==> config.mk <==
export PLATFORM = sky130hd
export DESIGN_NAME = mix_columns_serial
export DESIGN_NICKNAME = d
export VERILOG_FILES = /design/src/rtl/mix_columns_serial.sv
export SDC_FILE = /design/constraint.sdc
export NUM_CORES = 1
export LEC_CHECK = 0
export ABC_AREA = 1
export CORE_ASPECT_RATIO = 1.1
export CORE_MARGIN = 3
export CORE_UTILIZATION = 63
export CTS_CLUSTER_DIAMETER = 100
export DETAILED_ROUTE_END_ITERATION = 8
export PLACE_DENSITY = 0.92
export RECOVER_POWER = 50
export SYNTH_ARGS = -nofsm -noshare
export SYNTH_HDL_FRONTEND = slang
export SYNTH_SLANG_ARGS = --single-unit
==> constraint.sdc <==
create_clock -name clk -period 3.12 [get_ports clk]
set_input_delay 0.312 -clock clk [delete_from_list [all_inputs] [get_ports clk]]
set_output_delay 0.312 -clock clk [all_outputs]
set_load 0.01 [all_outputs]
==> src/rtl/mix_columns_serial.sv <==
// Byte-serial AES MixColumns / InvMixColumns stage: gathers one column of four
// bytes, transforms it on the row3 edge, then streams the four results out.
module mix_columns_serial (
    input  logic       clk,
    input  logic       rst_n,
    input  logic       rst_synch,
    input  logic [7:0] din,
    input  logic       din_valid,
    input  logic       inverse,
    input  logic       bypass,
    output logic [7:0] dout,
    output logic       dout_valid,
    output logic       dout_last
);

    // Handshake: valid-only streaming. A byte is transferred on every rising
    // edge where din_valid is high (no ready, no stall); dout is meaningful on
    // every cycle where dout_valid is high and must be consumed that cycle.

    logic [1:0]      row_cnt;
    logic [1:0]      col_cnt;
    logic [7:0]      a0, a1, a2;
    logic [3:0][7:0] sr;
    logic [2:0]      out_cnt;
    logic            last_col;

    logic            load;
    logic [3:0][7:0] col_in;
    logic [3:0][7:0] col_fwd;
    logic [3:0][7:0] col_inv;
    logic [3:0][7:0] col_res;

    function automatic logic [7:0] xtime(input logic [7:0] b);
        xtime = {b[6:0], 1'b0} ^ (b[7] ? 8'h1b : 8'h00);
    endfunction

    function automatic logic [7:0] mul3(input logic [7:0] b);
        mul3 = xtime(b) ^ b;
    endfunction

    function automatic logic [7:0] mul9(input logic [7:0] b);
        mul9 = xtime(xtime(xtime(b))) ^ b;
    endfunction

    function automatic logic [7:0] mulb(input logic [7:0] b);
        mulb = xtime(xtime(xtime(b))) ^ xtime(b) ^ b;
    endfunction

    function automatic logic [7:0] muld(input logic [7:0] b);
        muld = xtime(xtime(xtime(b))) ^ xtime(xtime(b)) ^ b;
    endfunction

    function automatic logic [7:0] mule(input logic [7:0] b);
        mule = xtime(xtime(xtime(b))) ^ xtime(xtime(b)) ^ xtime(b);
    endfunction

    assign load = din_valid && (row_cnt == 2'd3);

    // Row3 arrives on din, so the column is complete combinationally at the load edge.
    always_comb begin
        col_in  = {din, a2, a1, a0};
        col_fwd = '0;
        col_inv = '0;
        col_res = '0;
        for (int i = 0; i < 4; i++) begin
            col_fwd[i] = xtime(col_in[i]) ^ mul3(col_in[2'(i + 1)]) ^
                         col_in[2'(i + 2)] ^ col_in[2'(i + 3)];
            col_inv[i] = mule(col_in[i]) ^ mulb(col_in[2'(i + 1)]) ^
                         muld(col_in[2'(i + 2)]) ^ mul9(col_in[2'(i + 3)]);
        end
        if (bypass)
            col_res = col_in;
        else if (inverse)
            col_res = col_inv;
        else
            col_res = col_fwd;
    end

    always_ff @(posedge clk or negedge rst_n) begin
        if (!rst_n) begin
            row_cnt  <= 2'd0;
            col_cnt  <= 2'd0;
            a0       <= 8'h00;
            a1       <= 8'h00;
            a2       <= 8'h00;
            sr       <= '0;
            out_cnt  <= 3'd0;
            last_col <= 1'b0;
        end else if (rst_synch) begin
            row_cnt  <= 2'd0;
            col_cnt  <= 2'd0;
            a0       <= 8'h00;
            a1       <= 8'h00;
            a2       <= 8'h00;
            sr       <= '0;
            out_cnt  <= 3'd0;
            last_col <= 1'b0;
        end else begin
            if (din_valid) begin
                row_cnt <= row_cnt + 2'd1;
                case (row_cnt)
                    2'd0:    a0 <= din;
                    2'd1:    a1 <= din;
                    2'd2:    a2 <= din;
                    default: col_cnt <= col_cnt + 2'd1;
                endcase
            end
            // A load can only meet a draining count of 1, so it simply wins.
            if (load) begin
                sr       <= col_res;
                out_cnt  <= 3'd4;
                last_col <= (col_cnt == 2'd3);
            end else if (out_cnt != 3'd0) begin
                sr      <= {8'h00, sr[3:1]};
                out_cnt <= out_cnt - 3'd1;
            end
        end
    end

    assign dout       = sr[0];
    assign dout_valid = (out_cnt != 3'd0);
    assign dout_last  = dout_valid && last_col && (out_cnt == 3'd1);

endmodule

==> impl_results.md <==
- Outcome: finished, violations left
- Failing checks: max-capacitance violations, max-slew violations
- Clock slew seen by the registers of the worst setup and hold paths: 0.07 ns
- Number of antenna violations at the first check in global routing: 0
- Count of maximum capacitance violations: 1
- Master of the slowest instance on the critical path: nor2_4
- Number of synthesis warnings: 0
- Largest family of logic cells by synthesized area: simple AND/OR/NAND/NOR gates
- Worst min-delay path startpoint: dout[2]$_DFFE_PN0P_
- DRC viols: 0
- Total via count after detailed routing: 2702
- Kind of capture point of the worst setup path: flop
- Clock tree from TritonCTS: done
- P&R area growth vs syn: 9.81%
- Hold-fix buffers, CTS: 0
- Library cell used as clock root buffer: clkbuf_8
- Internal portion of total power: 1.40 mW
- Fraction of the cycle the final worst path needs: 0.705
- Starting density of the core: 0.669
- Number of buffers added by the clock tree synthesis step: 9
- Dominant register cell in the synthesized netlist: dfrtp_1
- Clk sinks: 64
- Async set-reset flop share out of synthesis: 1.00
- Combinational power share: 0.179
- Reg-to-reg endpoint: sr[15]$_DFFE_PN0P_
- Post-synth net total: 427
- Drt first pass iters: 5
- Final core utilization: 0.735
- Library cells used by synthesis: 22
- Endpoint of the worst hold path: dout[2]$_DFFE_PN0P_
- Dominant delay contributor by cell family on the critical path: simple AND/OR/NAND/NOR gates
- Post-CTS setup buffer count: 0
- Fill cell instance count of the final layout: 351
- Sum of buffers and inverters on the critical path: 0
- Switch Pwr: 0.583 mW
- Maximum resistive drop on vdd: 0.000356 V
- Total power per unit cell area: 564 mW/mm²
- Relative contribution of the clock network to total power: 0.362
- Overall power: 1.98 mW
- Wire length of the first global-routing pass: 12100 µm
- Simple-gate share of the synthesized area: 0.369
- Static power due to leakage: 1.98 nW
- Crit path max fanout: 32
- Sequential Power Share: 0.459
- Final estimated routing congestion in global placement: 0.787
- GR met2 Demand/Resource: 0.447
- Post-layout min period: 2.20 ns
- Multiplexer area fraction after synthesis: 0
- H-tree levels: 3
- Final setup violating endpoints: 0
- Residual antenna-violating net count after detailed routing: 0
- Critical path required time: 3.40 ns
- Syn_area_per_cell: 7.92 µm²
- Height of the die: 80.8 µm
- FP Rows: 26
- Overflow left after global routing: 0
- Final clock skew: 0.0111 ns
- Worst-Skew Late Latency: 0.35 ns
- R2R Setup Slk: 0.92 ns
- Path type of the worst min-delay path: flop to flop
- Element type at the critical path start: flop
- Most instantiated library cell after synthesis: nand2_1
- HPWL reported at the end of detailed placement: 4230 µm
- Post-synthesis xor/xnor area fraction: 0.00547
- Die span in x: 74.0 µm
- Area of the die: 0.00597 mm²
- Via count normalized by instance count: 5.70
- Flops & latches, synth: 64
- Layout net count: 436
- Ant diodes: 0
- Leading area contributor after synthesis: dfrtp_1
- Number of buffers between clock root and the deepest sink: 2
- Delay of the slowest cell on the worst path: 0.57 ns
- Setup CP Type: flop to flop
- Number of input and output port buffers inserted: 21
- Number of max-slew violations in the final report: 44
- Total count of hold-check failures in the final report: 0
- Most prevalent standard cell on the critical path: nand2_1
- Synth Area in Adders: 0.0352
- Busiest grt layer: met2
- Detailed Route Iter0 Violations: 270
- Switching power as a share of total power: 0.294
- Post-cts sizing count: 0
- Total global-route track usage: 0.265
- IO Pins: 24
- Instance count of the mapped netlist: 404
- Fraction of post-synthesis cell area in the top cell type by area: 0.500
- Sequential-to-total area share from yosys stat: 0.500
- Maximum number of pins on one net before global-route repair: 44
- Cell count of the worst reg-to-reg path: 6
- Leading cell types by total area after synthesis: dfrtp_1, nand2_1, nand3_1
- Global routing met1 resource utilization: 0.321
- Critical Path, Cell by Cell: ha_1, nand2_4, nand2_2, nor2_4, nand2_1, nand2_1
- Number of global-route vias before repair: 2760
- R2r startpoint: row_cnt[1]$_DFFE_PN0P_
- RSZ-0062 raised after global routing: no
- Fraction of layout cells with a size suffix above 1: 0.0694
- Total routed wirelength: 6850 µm
- Post-synthesis compound-gate area fraction: 0.00782
- Critical Path Source: row_cnt[1]$_DFFE_PN0P_
- Number of enable-type register cells in the synthesized netlist: 0
- Slew HR: -0.436
- Crit path DAT: 2.48 ns
- Summed instance area of the synthesized netlist: 0.00320 mm²
- Post-DR wirelength/cell: 14.4 µm
- Final total negative setup slack: 0 ns
- Maximum frequency from static timing analysis: 455 MHz
- Core area: 0.00478 mm²
- Commonest cells in the synthesized netlist: nand2_1, nand3_1, dfrtp_1
- Depth of the worst hold-timing path: 2
- Slew of the pin with the lowest slew margin: 2.15 ns
- Global Route met3 Usage: 0.0433
-- layer usage --
metal | wire, µm | up-vias | part of all wire
met4 | 153 | 0 | 0.022
met5 | 0 | - | 0
met3 | 515 | 18 | 0.075
li1 | - | 1289 | -
met1 | 2740 | 1279 | 0.40
met2 | 3430 | 116 | 0.50
-- layout make-up --
| class | count | area [µm²] | share of cell area |
|---|---|---|---|
| timing repair buffer | 28 | 249 | 0.0708 |
| multi-input combinational | 294 | 1340 | 0.380 |
| clock inverter | 3 | 40.0 | 0.0114 |
| clock buffer | 13 | 159 | 0.0452 |
| tap | 56 | 70.1 | 0.0199 |
| inverter | 16 | 60.1 | 0.0171 |
| sequential | 64 | 1600 | 0.456 |
-- cells by family after synthesis --
| kind of cell | count (synthesis) |
|---|---|
| xor gates and xnor gates | 2 |
| DFF | 64 |
| and+or+nand+nor | 278 |
| adders and majority gates | 9 |
| buffers and inverters | 46 |
| AOI/OAI and AO/OA | 5 |
-- worst register-to-register path, stage by stage (launching register included) --
cell     delay, ns
dfrtp_1       0.43
ha_1          0.55
nand2_4       0.23
nand2_2       0.09
nor2_4        0.57
nand2_1       0.16
nand2_1       0.12
-- power by group through the flow --
stage	clock, mW	sequential (mW)	combinational [mW]
6_report	0.717	0.910	0.355
3_3_place_gp	0	0.921	0.335
2_1_floorplan	0	0.917	0.262
5_1_grt	0.747	0.916	0.399
4_1_cts	0.715	0.910	0.357
3_5_place_dp	0	0.924	0.349
-- cell usage in the layout, fill, tap and decap left out, types with 3 or more instances in the layout --
cell type / instances
inv_1: 13
inv_2: 3
clkbuf_8: 11
ha_1: 9
nand2_2: 4
nand2_1: 178
buf_4: 5
nor2_1: 13
dlygate4sd3_1: 5
clkbuf_1: 5
nand3_1: 76
dfrtp_1: 64
clkdlybuf4s50_1: 15
o21ai_0: 4
-- through the flow --
stage	hold slack [ns]	area (µm²)	std cells	setup slack (ns)
finish	0.470	3510	474	0.920
global route	0.498	3510	474	0.696
CTS	0.126	3520	474	0.919
detailed placement	0.462	3320	458	0.745
global placement	0.455	3320	458	0.805
floorplan	0.0164	3200	404	1.79
-- flip-flops by register name, summed over array words and instances (netlist names) --
register and cells:
a0 8, row_cnt 2, dout 8, a2 8, col_cnt 2, last_col 1, out_cnt 3, sr 24
a1 8
-- how the worst max path moves through the flow --
stage                               end  slack, ns  cells after the start
floorplan           dout[0]$_DFFE_PN0P_       1.79                      7
global placement     sr[14]$_DFFE_PN0P_       0.81                      6
detailed placement   sr[27]$_DFFE_PN0P_       0.75                      6
CTS                  sr[15]$_DFFE_PN0P_       0.92                      6
global route         sr[29]$_DFFE_PN0P_       0.70                      2
finish               sr[15]$_DFFE_PN0P_       0.92                      6
(Power assumes the default switching activity.)
